--- config.mk ---
export PLATFORM = sky130hd
export DESIGN_NAME = fnd_scan_driver
export DESIGN_NICKNAME = d
export VERILOG_FILES = /design/src/rtl/fnd_scan_driver.sv
export SDC_FILE = /design/constraint.sdc
export NUM_CORES = 1
export LEC_CHECK = 0
export ABC_CLOCK_PERIOD_IN_PS = 2900
export BUFFER_PORTS_ARGS = -buffer_cell sky130_fd_sc_hd__buf_2
export CAP_MARGIN = 20
export CORE_ASPECT_RATIO = 1.5
export CORE_UTILIZATION = 54
export CTS_BUF_LIST = sky130_fd_sc_hd__clkbuf_16
export CTS_CLUSTER_DIAMETER = 80
export DETAILED_ROUTE_END_ITERATION = 10
export PLACE_DENSITY = 0.84
export SYNTH_ARGS = -nofsm -noshare
export SYNTH_HDL_FRONTEND = slang
export SYNTH_SLANG_ARGS = --single-unit
--- constraint.sdc ---
create_clock -name i_clk -period 2.9 [get_ports i_clk]
set_input_delay 0.145 -clock i_clk [delete_from_list [all_inputs] [get_ports i_clk]]
set_output_delay 0.145 -clock i_clk [all_outputs]
set_load 0.05 [all_outputs]
--- src/rtl/fnd_scan_driver.sv ---
// Four-digit multiplexed 7-segment scan driver: each i_scan_clk toggle blanks the display for one cycle, then drives the next digit.
// Optional FND_LEADING_ZERO_BLANK_EN suppresses segments of leading zero digits 3..1.
module fnd_scan_driver #(
   parameter int COM_ACTIVE_LOW = 1,
   parameter int SEG_ACTIVE_LOW = 1
) (
   input  logic        i_clk,
   input  logic        i_reset,
   input  logic        i_scan_clk,
   input  logic [15:0] i_bcd,
   input  logic [3:0]  i_dp,
   output logic [3:0]  o_com,
   output logic [7:0]  o_seg,
   output logic        o_frame,
   output logic [1:0]  o_dbg_state
);

   localparam logic [1:0] S_IDLE  = 2'd0;
   localparam logic [1:0] S_BLANK = 2'd1;
   localparam logic [1:0] S_DRIVE = 2'd2;

   localparam bit         COM_LOW = (COM_ACTIVE_LOW != 0);
   localparam bit         SEG_LOW = (SEG_ACTIVE_LOW != 0);
   localparam logic [3:0] COM_OFF = COM_LOW ? 4'hF : 4'h0;
   localparam logic [7:0] SEG_OFF = SEG_LOW ? 8'hFF : 8'h00;

   logic        r_sync1, r_sync2, r_hist;
   logic [1:0]  r_state, w_state_next;
   logic [1:0]  r_idx, w_idx_next;
   logic [15:0] r_snap_bcd;
   logic [3:0]  r_snap_dp;
   logic        w_step, w_snap, w_blank, w_dp;
   logic [3:0]  w_digit, w_com_on;
   logic [6:0]  w_pat;
   logic [7:0]  w_seg_on;

   assign w_step      = r_sync2 ^ r_hist;
   assign o_dbg_state = r_state;

   // A step seen while in BLANK is dropped; BLANK always lasts one cycle.
   always_comb begin
      w_state_next = r_state;
      w_idx_next   = r_idx;
      case (r_state)
         S_IDLE:  if (w_step) w_state_next = S_BLANK;
         S_BLANK: w_state_next = S_DRIVE;
         S_DRIVE: begin
            if (w_step) begin
               w_state_next = S_BLANK;
               w_idx_next   = r_idx + 2'd1;
            end
         end
         default: w_state_next = S_IDLE;
      endcase
   end

   assign w_snap = (w_state_next == S_BLANK) && (r_state != S_BLANK) && (w_idx_next == 2'd0);

   assign w_digit  = r_snap_bcd[{w_idx_next, 2'b00} +: 4];
   assign w_dp     = r_snap_dp[w_idx_next];
   assign w_com_on = 4'b0001 << w_idx_next;

   always_comb begin
      case (w_digit)
         4'd0:    w_pat = 7'h3F;
         4'd1:    w_pat = 7'h06;
         4'd2:    w_pat = 7'h5B;
         4'd3:    w_pat = 7'h4F;
         4'd4:    w_pat = 7'h66;
         4'd5:    w_pat = 7'h6D;
         4'd6:    w_pat = 7'h7D;
         4'd7:    w_pat = 7'h07;
         4'd8:    w_pat = 7'h7F;
         4'd9:    w_pat = 7'h6F;
         default: w_pat = 7'h40;
      endcase
   end

`ifdef FND_LEADING_ZERO_BLANK_EN
   // A digit is a leading zero when it and every digit above it are zero.
   always_comb begin
      case (w_idx_next)
         2'd3:    w_blank = (r_snap_bcd[15:12] == 4'd0);
         2'd2:    w_blank = (r_snap_bcd[15:8] == 8'd0);
         2'd1:    w_blank = (r_snap_bcd[15:4] == 12'd0);
         default: w_blank = 1'b0;
      endcase
   end
`else
   assign w_blank = 1'b0;
`endif

   assign w_seg_on = {w_dp, w_blank ? 7'd0 : w_pat};

   // Outputs are computed from the next state so they change on the same edge as the FSM.
   always_ff @(posedge i_clk or posedge i_reset) begin
      if (i_reset) begin
         r_sync1    <= 1'b0;
         r_sync2    <= 1'b0;
         r_hist     <= 1'b0;
         r_state    <= S_IDLE;
         r_idx      <= 2'd0;
         r_snap_bcd <= 16'd0;
         r_snap_dp  <= 4'd0;
         o_frame    <= 1'b0;
         o_com      <= COM_OFF;
         o_seg      <= SEG_OFF;
      end else begin
         r_sync1 <= i_scan_clk;
         r_sync2 <= r_sync1;
         r_hist  <= r_sync2;
         r_state <= w_state_next;
         r_idx   <= w_idx_next;
         o_frame <= w_snap;
         if (w_snap) begin
            r_snap_bcd <= i_bcd;
            r_snap_dp  <= i_dp;
         end
         if (w_state_next == S_DRIVE) begin
            o_com <= COM_LOW ? ~w_com_on : w_com_on;
            o_seg <= SEG_LOW ? ~w_seg_on : w_seg_on;
         end else begin
            o_com <= COM_OFF;
            o_seg <= SEG_OFF;
         end
      end
   end

endmodule

==> insert_results.sql, run 1 <==
INSERT INTO impl_metrics (metric_group, metric, value, unit) VALUES
('floorplan', 'dieArea', '3870', 'um^2'),
('pwr', 'p_sw_frac', '0.399', ''),
('synthesis', 'synthesis.nets', '167', ''),
('grt', 'total_congestion_overflow_after_global_routing', '0', ''),
('synthesis', 'yosys_register_bits', '40', ''),
('floorplan', 'start_util', '0.572', ''),
('worst_setup_path', 'timing.setup.critical_path_class', 'register to register', ''),
('clocking', 'tritoncts', 'done', ''),
('final_layout', 'final_layout_size_suffix_gt1_frac', '0.503', ''),
('final_layout', 'flow.area_growth_from_synthesis', '21.2', '%'),
('clocking', 'ctsRootBufferMaster', 'clkbuf_16', ''),
('grt', 'initial_antenna_violation_count', '0', ''),
('pwr', 'power.leakage', '1.02', 'nW'),
('clocking', 'cts-root-to-sink-buffers', '2', ''),
('floorplan', 'die_w', '51.1', 'um'),
('detailed_routing', 'drt-initial-drc-count', '36', ''),
('pwr', 'power_frac_comb', '0.482', ''),
('timing', 'min_period', '2.48', 'ns'),
('timing', 'max-slew-margin-rel', '0.626', ''),
('worst_setup_path', 'timing.critical_path.required', '3.10', 'ns'),
('run', 'max_cap_viol_count', '0', ''),
('detailed_routing', 'route.detailed.drc', '0', ''),
('grt', 'grt_start_max_net_pins', '41', ''),
('synthesis', 'yosys.cell_types.count', '47', ''),
('clocking', 'clkLatencyLatePin', '0.28', 'ns'),
('synthesis', 'netlist_instances', '143', ''),
('detailed_routing', 'detailroute.via_count', '1294', ''),
('pwr', 'power_density', '1310', 'nW/um^2'),
('final_layout', 'finalNonFillerCells', '231', ''),
('detailed_routing', 'wirelength', '3.61', 'mm'),
('timing', 'report.final.setup_viol', '0', ''),
('floorplan', 'fp-row-count', '26', ''),
('clocking', 'hold_buffers', '2', ''),
('synthesis', 'ys_async_sr_fraction', '1.00', ''),
('detailed_routing', 'via_per_inst', '5.60', ''),
('clocking', 'cts_max_level', '2', ''),
('final_layout', 'fillers', '245', ''),
('floorplan', 'chipHeight', '75.7', 'um'),
('final_layout', 'finish.net_count', '212', ''),
('worst_setup_path', 'crit_arrival', '2.68', 'ns'),
('synthesis', 'synth-warning-count', '0', ''),
('worst_setup_path', 'timing.critical_path.from_type', 'register', ''),
('floorplan', 'design.core.area', '3420', 'um^2'),
('clocking', 'cts_post_setup_buffers_inserted', '0', ''),
('timing', 'hold_violation_total_from_the_final_report', '0', ''),
('synthesis', 'synth_sequential_area_ratio', '0.520', ''),
('worst_setup_path', 'worst_setup_path_end_kind', 'register', ''),
('pwr', 'intPower', '1.86', 'mW'),
('floorplan', 'io_pins', '38', ''),
('worst_hold_path', 'hold_path.class', 'input pin to register', ''),
('placement', 'place_hpwl', '2.66', 'mm'),
('final_layout', 'layout.cells.most_common', 'buf_2', ''),
('grt', 'wire_length_of_the_first_global_routing_pass', '6.00', 'mm'),
('synthesis', 'syn-mean-instance-area', '13.7', 'um^2'),
('clocking', 'clock-sinks', '40', ''),
('timing', 'final.setup.tns', '0', 'ns'),
('placement', 'port-buffer-count', '37', ''),
('clocking', 'cts_buf_count', '5', ''),
('final_layout', 'layout.core_utilization', '0.693', ''),
('timing', 'tightest_pin_transition', '0.561', 'ns'),
('final_layout', 'n_antenna_cell', '0', ''),
('timing', 'skew', '0.00338', 'ns'),
('pwr', 'power.share.clock', '0.194', ''),
('detailed_routing', 'routedWlPerCell', '15.6', 'um'),
('clocking', 'ctsResizeCount', '0', ''),
('timing', 'period_share', '0.855', ''),
('detailed_routing', 'final_antenna_net_count', '0', ''),
('synthesis', 'synthesis.area', '1950', 'um^2'),
('clocking', 'clkTransAtPathRegs', '0.05', 'ns'),
('run_status', 'run_status', 'completed', ''),
('timing', 'finalMaxSlewViolations', '0', ''),
('timing', 'fmax', '0.403', 'GHz'),
('placement', 'place.detailed.instances', '221', ''),
('synthesis', 'edff_count_synth', '0', ''),
('pwr', 'total_power', '3.10', 'mW'),
('grt', 'grt_usage', '0.217', ''),
('placement', 'place.gp.congestion', '0.942', ''),
('final_layout', 'layout_common_cells', 'buf_2, dfrtp_1, dfstp_2', ''),
('pwr', 'vdd.ir_drop.worst', '0.761', 'mV'),
('synthesis', 'dominantRegCellSynth', 'dfrtp_1', ''),
('pwr', 'sequentialPowerShare', '0.324', ''),
('grt', 'vias_in_the_first_global_route', '1364', ''),
('pwr', 'net_switching_power', '1.24', 'mW'),
('worst_setup_path', 'path_max_fanout', '6', ''),
('detailed_routing', 'tritonroute_pass_1_iters', '4', ''),
('timing', 'rsz0062_at_grt', 'false', '');
## power by group through the flow
| stage | combinational (mW) | clock (mW) | sequential, mW |
|---|---|---|---|
| final | 1.49 | 0.601 | 1.00 |
| after global routing | 1.60 | 0.629 | 1.03 |
| after CTS | 1.50 | 0.608 | 1.00 |
| after detailed placement | 1.49 | 0 | 1.01 |
| after global placement | 1.41 | 0 | 0.991 |
| after floorplan | 1.07 | 0 | 1.15 |
## final timing paths
kind | startpoint | endpoint | slack, ns | depth (start not counted)
setup / recovery | o_dbg_state[0]$_DFF_PP0_ | o_seg[1]$_DFF_PP1_ | 0.42 | 8
hold / removal | i_bcd[3] | r_snap_bcd[3]$_DFFE_PP0P_ | 0.07 | 3
setup reg to reg | o_dbg_state[0]$_DFF_PP0_ | o_seg[1]$_DFF_PP1_ | 0.42 | 8
hold reg to reg | r_sync1$_DFF_PP0_ | r_sync2$_DFF_PP0_ | 0.35 | 0
min in group asynchronous | i_reset | r_snap_dp[3]$_DFFE_PP0P_ | 0.52 | 4
max in group asynchronous | i_reset | o_seg[0]$_DFF_PP1_ | 2.03 | 4
## synthesized netlist by cell type, drive strengths merged, types with 3 or more instances
| cell type | number | area share |
|---|---|---|
| nor2 | 5 | 0.013 |
| mux2i | 3 | 0.015 |
| nor3 | 3 | 0.0077 |
| a21oi | 5 | 0.013 |
| nand2b | 3 | 0.0096 |
| a211oi | 3 | 0.018 |
| nand3 | 4 | 0.019 |
| inv | 8 | 0.015 |
| o22ai | 3 | 0.017 |
| xnor2 | 3 | 0.031 |
| dfrtp | 28 | 0.36 |
| o21ai | 11 | 0.028 |
| buf | 4 | 0.017 |
| mux2 | 19 | 0.13 |
| nand2 | 6 | 0.012 |
| dfstp | 12 | 0.16 |
## layout make-up
| type | instances | area [um^2] | share of cell area |
|---|---|---|---|
| flip-flops and latches | 40 | 1020 | 0.429 |
| multi-input cells | 90 | 872 | 0.368 |
| repair buffers | 43 | 235 | 0.0993 |
| clock buffers | 5 | 125 | 0.0528 |
| well taps | 42 | 52.6 | 0.0222 |
| clock inverters | 3 | 37.5 | 0.0158 |
| inverters | 8 | 30.0 | 0.0127 |
## state kept, by name, summed over array words and instances, names as in the netlist
signal and count:
r_hist 1, r_idx 2, r_sync1 1, r_snap_bcd 16, r_sync2 1, o_dbg_state 2
o_frame 1, r_snap_dp 4, o_com 4, o_seg 8
## worst max-delay path, stage by stage, from the launching register on
cell and delay (ns):
dfrtp_1 0.46, nor2b_1 0.48, a21oi_1 0.22, a211oi_1 0.45
o22ai_4 0.15, inv_2 0.13, ha_1 0.27, a21oi_1 0.15
o21ai_0 0.09
## stage by stage
| step | hold WS [ns] | cell area, um^2 | setup slack, ns |
|---|---|---|---|
| floorplan | 0.176 | 1950 | 0.433 |
| CTS | 0.0676 | 2370 | 0.432 |
| global route | 0.0810 | 2370 | 0.263 |
| global placement | 0.258 | 2190 | 0.657 |
| detailed placement | 0.258 | 2190 | 0.485 |
| finish | 0.0666 | 2370 | 0.420 |
## cells by family after synthesis
family,synth area share
flops,0.520
compound gates,0.156
simple gates,0.0877
mux,0.157
buf+inv,0.0339
xor+xnor,0.0391
fa+ha+maj,0.00640
## per-layer routing
metal / track usage / up-vias / wire length (um)
li1: - / 608 / -
met4: 0.139 / 0 / 118
met3: 0.0559 / 9 / 125
met1: 0.221 / 643 / 1340
met5: 0 / - / 0
met2: 0.392 / 34 / 2030
Note: power is estimated with default switching activity, not from simulation.
==> run 2: changes to the inputs <==
- HOLD_SLACK_MARGIN: default -> 0.1
- PLACE_DENSITY: 0.84 -> 0.78
==> run 2 against run 1 <==
Design area rose by 4.7%; clock skew rose by 0.0029 ns; setup slack got worse by 0.025 ns; highest routed layer unchanged.
==> insert_results.sql, run 2 (same netlist as run 1, synthesis figures left out) <==
INSERT INTO impl_metrics (metric_group, metric, value, unit) VALUES
('worst_setup_path', 'most_numerous_cell_on_the_critical_path', 'a21oi_1', ''),
('floorplan', 'io_pins', '38', ''),
('worst_setup_path', 'timing.critical_path.from_type', 'register', ''),
('final_layout', 'design_area', '2480', 'um^2'),
('detailed_routing', 'detailroute.via_count', '1341', ''),
('timing', 'tightest_pin_transition', '0.828', 'ns'),
('pwr', 'power.leakage', '1.07', 'nW'),
('clocking', 'tritoncts', 'done', ''),
('timing', 'layout_setup_ws', '0.395', 'ns'),
('worst_setup_path', 'cp_buf_inv_count', '1', ''),
('clocking', 'cts_max_level', '2', ''),
('worst_setup_path', 'worst_setup_path_end_kind', 'register', ''),
('final_layout', 'largest_registers', 'r_snap_bcd x16, o_seg x8', ''),
('placement', 'place.gp.congestion', '0.874', ''),
('timing', 'skew', '0.00624', 'ns'),
('worst_setup_path', 'timing.setup.critical_path_class', 'register to register', ''),
('clocking', 'clkLatencyLatePin', '0.28', 'ns'),
('grt', 'wire_length_of_the_first_global_routing_pass', '6.54', 'mm'),
('floorplan', 'start_util', '0.572', ''),
('floorplan', 'fp-row-count', '26', ''),
('detailed_routing', 'wirelength', '3.90', 'mm'),
('clocking', 'cts-root-to-sink-buffers', '2', ''),
('detailed_routing', 'routedWlPerCell', '15.9', 'um'),
('worst_setup_path', 'path_max_fanout', '6', ''),
('worst_setup_path', 'cp-startpoint', 'o_dbg_state[0]$_DFF_PP0_', ''),
('floorplan', 'die_w', '51.1', 'um'),
('final_layout', 'seqCellArea', '1020', 'um^2'),
('final_layout', 'layout_common_cells', 'buf_2, dfrtp_1, dlygate4sd3_1', ''),
('worst_setup_path', 'critical-path-slowest-cell', 'nor2b_1', ''),
('detailed_routing', 'drt-initial-drc-count', '29', ''),
('final_layout', 'final_layout_size_suffix_gt1_frac', '0.468', ''),
('grt', 'vias_in_the_first_global_route', '1357', ''),
('worst_setup_path', 'critical_path.max_stage_delay', '0.48', 'ns'),
('clocking', 'clock-sinks', '40', ''),
('timing', 'hold_violation_total_from_the_final_report', '0', ''),
('placement', 'place.detailed.instances', '222', ''),
('detailed_routing', 'final_antenna_net_count', '0', ''),
('worst_setup_path', 'regToRegStartpoint', 'o_dbg_state[0]$_DFF_PP0_', ''),
('grt', 'grt_usage', '0.238', ''),
('detailed_routing', 'tritonroute_pass_1_iters', '4', ''),
('timing', 'report.final.setup_viol', '0', ''),
('floorplan', 'design.core.area', '3420', 'um^2'),
('run_status', 'run_status', 'completed', ''),
('placement', 'dpl_cell_area', '2190', 'um^2'),
('placement', 'port-buffer-count', '37', ''),
('timing', 'finalMaxSlewViolations', '0', ''),
('pwr', 'total_power', '3.02', 'mW'),
('run', 'max_cap_viol_count', '0', ''),
('worst_hold_path', 'hold_path.class', 'input pin to register', ''),
('timing', 'rsz0062_at_grt', 'false', ''),
('final_layout', 'fillers', '235', ''),
('placement', 'place_hpwl', '2.79', 'mm'),
('final_layout', 'layout.core_utilization', '0.726', ''),
('grt', 'initial_antenna_violation_count', '0', ''),
('worst_setup_path', 'critPathTopFamily', 'compound AO/OA/AOI/OAI gates', ''),
('final_layout', 'multi_input_comb_area', '872', 'um^2'),
('timing', 'period_share', '0.864', ''),
('detailed_routing', 'via_per_inst', '5.47', ''),
('floorplan', 'dieArea', '3870', 'um^2'),
('grt', 'total_congestion_overflow_after_global_routing', '0', ''),
('final_layout', 'n_antenna_cell', '0', ''),
('timing', 'fmax', '0.399', 'GHz'),
('timing', 'max-slew-margin-rel', '0.448', ''),
('worst_hold_path', 'hp-start', 'i_bcd[0]', ''),
('clocking', 'cts_buf_count', '5', ''),
('final_layout', 'finalNonFillerCells', '245', ''),
('clocking', 'cts_post_setup_buffers_inserted', '0', ''),
('final_layout', 'flow.area_growth_from_synthesis', '26.9', '%'),
('worst_setup_path', 'timing.critical_path.required', '3.10', 'ns'),
('pwr', 'power_density', '1220', 'nW/um^2'),
('pwr', 'vdd.ir_drop.worst', '0.712', 'mV'),
('final_layout', 'finish.net_count', '226', ''),
('timing', 'final.setup.tns', '0', 'ns'),
('timing', 'min_period', '2.51', 'ns'),
('worst_setup_path', 'crit_arrival', '2.70', 'ns'),
('timing', 'whs', '0.102', 'ns'),
('detailed_routing', 'route.detailed.drc', '0', ''),
('clocking', 'ctsRootBufferMaster', 'clkbuf_16', ''),
('final_layout', 'layout.cells.most_common', 'buf_2', ''),
('floorplan', 'chipHeight', '75.7', 'um'),
('worst_setup_path', 'crit_chain', 'nor2b_1 -> a21oi_1 -> a211oi_1 -> o22ai_4 -> inv_2 -> ha_1 -> a21oi_1 -> o21ai_0', ''),
('placement', 'post-place-ws', '0.450', 'ns'),
('grt', 'grt_start_max_net_pins', '23', ''),
('final_layout', 'max_ffs_per_register', '16', ''),
('final_layout', 'top_register', 'r_snap_bcd', ''),
('clocking', 'clkTransAtPathRegs', '0.06', 'ns');
## run 2: cell types whose count changed in the layout (fill, tap and decap cells not counted)
cell,before,now
buf_4,4,5
dlygate4sd3_1,2,15
bufinv_16,1,0
inv_1,6,7
## run 2: power by group
| group | switching, mW | internal [mW] |
|---|---|---|
| Combinational | 0.855 | 0.654 |
| Clock | 0.199 | 0.309 |
| Sequential | 0.183 | 0.819 |
## run 2: timing repair
action                    CTS  global route
hold endpoints to repair   34             0
hold buffers               15             0
resized for setup           0             0
## run 2: area by class of cell
cell class	instances	share of cell area
tap	42	0.0212
timing repair buffer	57	0.150
inverter	8	0.0121
sequential	40	0.410
clock inverter	3	0.00454
clock buffer	5	0.0505
multi-input combinational	90	0.352
## run 2: path summary, 6_finish.rpt
path / depth (start not counted) / endpoint / slack [ns]
min: 2 / r_snap_bcd[0]$_DFFE_PP0P_ / 0.10
max: 8 / o_seg[1]$_DFF_PP1_ / 0.39
min in group asynchronous: 3 / r_hist$_DFF_PP0_ / 0.57
max in group asynchronous: 5 / o_seg[6]$_DFF_PP1_ / 1.38
max reg2reg: 8 / o_seg[1]$_DFF_PP1_ / 0.39
min reg2reg: 0 / r_sync2$_DFF_PP0_ / 0.35
## run 2: metal layers
metal / wire, um / global-route usage
met1: 1440 / 0.262
met2: 2230 / 0.434
met3: 145 / 0.0499
met4: 81 / 0.114
met5: 0 / 0
